### src/rtl/mux_scan_sequencer.sv
// Scans the four channels of a 4:1 select-line mux, samples its output, and hands a 4-bit frame downstream.
// Optional macro SCAN_CONTINUOUS_EN: after a frame is accepted, rescan with the same mask instead of idling.
module mux_scan_sequencer #(
  parameter int DWELL = 4,
  parameter int CNT_W = 8
) (
  input  logic       clk,
  input  logic       rst_n,
  input  logic       start,
  input  logic [3:0] mask,
  input  logic       mux_i,
  output logic       s1,
  output logic       s0,
  output logic       en,
  output logic [3:0] frame,
  output logic       frame_valid,
  input  logic       frame_ready,
  output logic       busy
);

  typedef enum logic [1:0] {IDLE, SCAN, DONE} state_t;

  localparam int DWELL_C = (DWELL < 1) ? 1 : DWELL;
  localparam logic [CNT_W-1:0] LAST_CNT = CNT_W'(DWELL_C - 1);

  state_t           state;
  logic [1:0]       ch;
  logic [CNT_W-1:0] dwell_cnt;
  logic [3:0]       mask_q;
  logic [1:0]       ch_inc;
  logic             ch_done;

  assign ch_inc  = ch + 2'd1;
  // A masked channel takes a single cycle; an enabled one finishes on its last dwell cycle.
  assign ch_done = !mask_q[ch] || (dwell_cnt == LAST_CNT);

  always_ff @(posedge clk or negedge rst_n) begin
    if (!rst_n) begin
      state       <= IDLE;
      ch          <= 2'd0;
      dwell_cnt   <= '0;
      mask_q      <= 4'd0;
      s1          <= 1'b0;
      s0          <= 1'b0;
      en          <= 1'b0;
      frame       <= 4'd0;
      frame_valid <= 1'b0;
      busy        <= 1'b0;
    end else begin
      case (state)
        IDLE: begin
          if (start) begin
            mask_q    <= mask;
            ch        <= 2'd0;
            dwell_cnt <= '0;
            frame     <= 4'd0;
            state     <= SCAN;
            busy      <= 1'b1;
            s1        <= 1'b0;
            s0        <= 1'b0;
            en        <= mask[0];
          end
        end
        SCAN: begin
          if (ch_done) begin
            frame[ch] <= mask_q[ch] & mux_i;
            dwell_cnt <= '0;
            ch        <= ch_inc;
            if (ch == 2'd3) begin
              state       <= DONE;
              frame_valid <= 1'b1;
              en          <= 1'b0;
              s1          <= 1'b0;
              s0          <= 1'b0;
            end else begin
              s1 <= ch_inc[0];
              s0 <= ch_inc[1];
              en <= mask_q[ch_inc];
            end
          end else begin
            dwell_cnt <= dwell_cnt + 1'b1;
          end
        end
        DONE: begin
          if (frame_ready) begin
            frame_valid <= 1'b0;
`ifdef SCAN_CONTINUOUS_EN
            state     <= SCAN;
            ch        <= 2'd0;
            dwell_cnt <= '0;
            frame     <= 4'd0;
            s1        <= 1'b0;
            s0        <= 1'b0;
            en        <= mask_q[0];
`else
            state <= IDLE;
            busy  <= 1'b0;
`endif
          end
        end
        default: state <= IDLE;
      endcase
    end
  end

endmodule

### config.mk
export PLATFORM = sky130hd
export DESIGN_NAME = mux_scan_sequencer
export DESIGN_NICKNAME = d
export VERILOG_FILES = /design/src/rtl/mux_scan_sequencer.sv
export SDC_FILE = /design/constraint.sdc
export NUM_CORES = 1
export LEC_CHECK = 0
export CAP_MARGIN = 20
export CORE_MARGIN = 3
export CORE_UTILIZATION = 50
export CTS_BUF_LIST = sky130_fd_sc_hd__clkbuf_8
export DETAILED_ROUTE_END_ITERATION = 8
export HOLD_SLACK_MARGIN = 0.15
export PLACE_DENSITY_LB_ADDON = 0.2
export SYNTH_ARGS = -nofsm -noshare
export SYNTH_HDL_FRONTEND = slang
export SYNTH_SLANG_ARGS = --single-unit
### constraint.sdc
create_clock -name clk -period 2.4 [get_ports clk]
set_clock_uncertainty 0.2 [all_clocks]
set_input_delay 0.6 -clock clk [delete_from_list [all_inputs] [get_ports clk]]
set_output_delay 0.6 -clock clk [all_outputs]
set_load 0.1 [all_outputs]
==> metrics.cfg <==
[cells_and_area]
area_growth_syn_to_layout_pct=24.5
fillers=185
antennaDiodeCount=0
instances_no_fill=167
drive_above_1_share=0.266
post-route-cell-area_sq_um=1620
final_nets=154

[global_route]
grt_pass1_vias=1094
grtUsageTotal=0.206
antenna_found_initial=0
grt-ovfl-total=0
grt_max_degree=25
grt_pass1_wl_um=5330

[sta]
setup_viol=0
fmax_mhz=438
setup_slack_ns=0.115
tightest_slew_ns=0.378
maxSlewViolCount=0
tns_ns=0
min_period_ns=2.29
hold_violations=0
slew_headroom=0.747
timing.final.crit_share=0.952
rsz0062_at_grt=no

[floorplan]
io_pins=18
die_h_um=57.0
floorplan.initialDensity=0.556
row_count=17
dieArea_sq_um=3250
core_area_sq_um=2340
die_w_um=57.0

[clocking]
clock_path_buffers=2
cts_tree=yes
cts_buffers=3
clock_latency_ns=0.27
cts_setup_buffers=0
clk_pin_slew_worst_paths_ns=0.09
postCtsHoldBufs=0
cts_resized=0
clock-sinks=24
clockRootBuffer=clkbuf_8
htreeDepth=1

[yosys]
synth_area_sq_um=1300
synth_cell_types=39
ys_top_cells_by_area=dfrtp_1, ha_1, a221o_1, mux2_1, mux4_2
yosysTopAreaCellShare=0.462
yosys_warnings=0
synth_common_cells=dfrtp_1, inv_1, nand2_1
synth.ff_latch_count=24
avgSynthCellArea_sq_um=11.7
synth_nets=125
synth-async-reset-ratio=1.00
synth.most_common_cell=dfrtp_1
syn_inst=111
yosys_most_used_dff=dfrtp_1
synth_seq_area_share=0.462
synth_edf_count=0
yosys.area.top_type=dfrtp_1

[route]
antenna_left=0
wl_um=3130
dr.pass1.iters=4
viasPerCell=6.28
wire_per_inst_um=18.7
first_iter_violations=29
vias=1049
post-route-drc-count=0

[power]
total_power_mw=2.56
power-per-cell-area_nw_per_um2=1580
power_leakage_nw=0.732
peakVddDrop_mv=1.31

[placement]
gp_congestion=0.867
dp_slack_ns=0.115
dpl.hpwl_um=2220
placed_cells=163
portBuffers=17
dpl_cell_area_sq_um=1550

[worst_setup_path]
worstPathMaxFanout=5
required_ns=2.35
critPathKind=reg -> reg
critPathArrivalTime_ns=2.24
crit_path_end_kind=register
setup.worst_path.start_class=register

[flow_run]
drv_cap=0

[worst_hold_path]
hp-class=reg -> reg

[outcome]
status=finished, final reports clean

where the power goes:
part | total (mW) | internal, mW | switching [mW]
sequential | 0.666 | 0.541 | 0.125
clock | 0.361 | 0.223 | 0.138
combinational | 1.53 | 0.564 | 0.967
layer usage:
layer | up-vias | wire, um | share of wire | global-route usage
li1 | 485 | - | - | -
met1 | 527 | 1410 | 0.45 | 0.283
met2 | 33 | 1530 | 0.49 | 0.343
met3 | 4 | 152 | 0.049 | 0.0249
met4 | 0 | 34 | 0.011 | 0.0629
met5 | - | 0 | 0 | 0
worst paths after layout:
kind,end,slack (ns),cells past startpoint,start
setup / recovery,frame[0]$_DFFE_PN0P_,0.11,5,dwell_cnt[1]$_DFFE_PN0P_
hold / removal,mask_q[2]$_DFFE_PN0P_,0.33,1,mask_q[2]$_DFFE_PN0P_
setup reg to reg,frame[0]$_DFFE_PN0P_,0.11,5,dwell_cnt[1]$_DFFE_PN0P_
hold reg to reg,mask_q[2]$_DFFE_PN0P_,0.33,1,mask_q[2]$_DFFE_PN0P_
max in group asynchronous,s0$_DFFE_PN0P_,1.26,2,rst_n
min in group asynchronous,dwell_cnt[7]$_DFFE_PN0P_,0.48,2,rst_n
stage by stage:
step                hold slack, ns   util
floorplan                    0.104      -
global placement             0.291  0.662
detailed placement           0.314  0.662
CTS                          0.330  0.693
global route                 0.359  0.693
finish                       0.326  0.693
cell type report:
| class | count | area (sq um) | area share |
|---|---|---|---|
| Inverter | 6 | 22.5 | 0.0139 |
| Clock buffer | 3 | 41.3 | 0.0255 |
| Sequential cell | 24 | 602 | 0.371 |
| Multi-Input combinational cell | 78 | 667 | 0.412 |
| Clock inverter | 1 | 30.0 | 0.0185 |
| Tap cell | 28 | 35.0 | 0.0216 |
| Timing Repair Buffer | 27 | 223 | 0.137 |
layout by cell type, fill, tap and decap left out, drive strengths merged, types with 3 or more instances in the layout:
master and count:
a21o 3, a21oi 3, a221o 5, a22o 3, buf 19, clkbuf 3, clkdlybuf4s50 8, dfrtp 24
ha 5, inv 6, mux2 7, nand2 6, nand3 4, nor2 5, nor3b 5, nor4 4
o32ai 4
kinds of logic after synthesis:
logic type,share of synthesized area
mux,0.0952
flops,0.462
buf+inv,0.0260
compound gates,0.188
simple gates,0.182
fa+ha+maj,0.0481
flip-flops by register name, indices dropped and copies added (netlist names):
register and count:
busy 1, ch 1, dwell_cnt 8, en 1, frame 4, frame_valid 1
mask_q 4, s0 1, s1 1, state 2
worst max-delay path: stages (launching register included):
cell and delay [ns]:
dfrtp_1 0.40, ha_1 0.23, or4b_4 0.52, o41ai_4 0.28, a21oi_2 0.16, a221o_1 0.38
No activity file was read; power rests on OpenSTA's default activity.
==> variant, RTL diff (same settings) <==
Make the reset (`rst_n`) synchronous in one clocked block.
--- a/src/rtl/mux_scan_sequencer.sv
+++ b/src/rtl/mux_scan_sequencer.sv
@@ -34,7 +34,7 @@
   // A masked channel takes a single cycle; an enabled one finishes on its last dwell cycle.
   assign ch_done = !mask_q[ch] || (dwell_cnt == LAST_CNT);
 
-  always_ff @(posedge clk or negedge rst_n) begin
+  always_ff @(posedge clk) begin
     if (!rst_n) begin
       state       <= IDLE;
       ch          <= 2'd0;
Behaviour: differs if rst_n is asserted again (counterexample within 4 cycles, from zero or initial values and one cycle with rst_n low); with rst_n held inactive, the same outputs for 10 cycles.
==> variant against the unedited design <==
  * Worst setup slack gained 110 ps
  * Wire length down 9.6%
  * Die area down 0.77%
  * Sequential cell count did not move
  * Area after synthesis down 0.87%
  * Cell area is 5.9% lower
  * Critical path type unchanged
  * Highest routed layer unchanged
Power is not compared: it rests on default switching activity, and its combinational part moved more than twofold at a synthesized area within 25%.
==> variant: results (changes against the unedited design) <==
* Reg2Reg Depth at 6 (was 5)
* Drt via density at 6.17 (was 6.28)
* Number of global-route vias before repair at 1089 (was 1094)
* Met2 usage at 0.305 (was 0.343)
* Hold Startpoint: en (was mask_q[2])
* Inverters at 5 (was 6)
* Detail Route met3 WL at 120 microns (was 152 microns)
* Status: completed (unchanged)
* Clock buffer cells at 4 (was 3)
* Seq/Total Area, Yosys at 0.372 (was 0.462)
* Design Area, Final at 1520 sq um (was 1620 sq um)
* Met1 Use GR at 0.276 (was 0.283)
* Routing usage on met3 at 0.0322 (was 0.0249)
* Setup crit start: dwell_cnt[0] (was dwell_cnt[1])
* Top FF cell, synth: dfxtp_1 (was dfrtp_1)
* Placer Congestion at 0.799 (was 0.867)
* Total track usage at 0.193 (was 0.206)
* Worst-Margin Slew at 448 ps (was 378 ps)
* Crit path arrival time at 2130 ps (was 2240 ps)
* Post-Synth Adder-Cell Area at 0.0485 (was 0.0481)
* Final clock-cell share at 0.0361 (was 0.0440)
* Seq area share at 0.316 (was 0.371)
* Post-DP Area at 1470 sq um (was 1550 sq um)
* DRT iter0 DRCs at 36 (was 29)
* Comb_multi_in at 99 (was 78)
* Largest net degree at the start of global routing at 14 (was 25)
* Most common library cells after synthesis: 24 x dfxtp_1, 11 x nand2_1, 8 x nor2_1, 7 x o21ai_0 (was 24 x dfrtp_1, 6 x inv_1, 6 x nand2_1, 5 x a221o_1, 5 x ha_1)
* Max Fanout on Critical Path at 11 (was 5)
[variant: cell types whose count changed in the layout (fill, tap and decap cells not counted), sizes merged, moves of 6 or more]
cell,before,now
buf,19,13
dfxtp,0,24
o21ai,2,8
mux2,7,1
mux2i,0,6
dfrtp,24,0
[variant: metrics by stage]
step / hold WS [ps] / util / worst slack, ps / instances / total power [W]
final: 271 / 0.657 / 227 / 181 / 0.000858
after detailed placement: 267 / 0.634 / 239 / 177 / 0.000590
after floorplan: 277 / - / 359 / 135 / 0.000545
after global placement: 247 / 0.634 / 266 / 177 / 0.000586
after CTS: 279 / 0.657 / 231 / 181 / 0.000862
after global routing: 300 / 0.657 / 109 / 181 / 0.000888
[variant: critical path, stage by stage, from the launching register on]
cell     delay, ps
dfxtp_1        380
ha_1           230
or4b_4         490
nor4_4         140
buf_4          210
o21ai_2        130
a32o_1         290
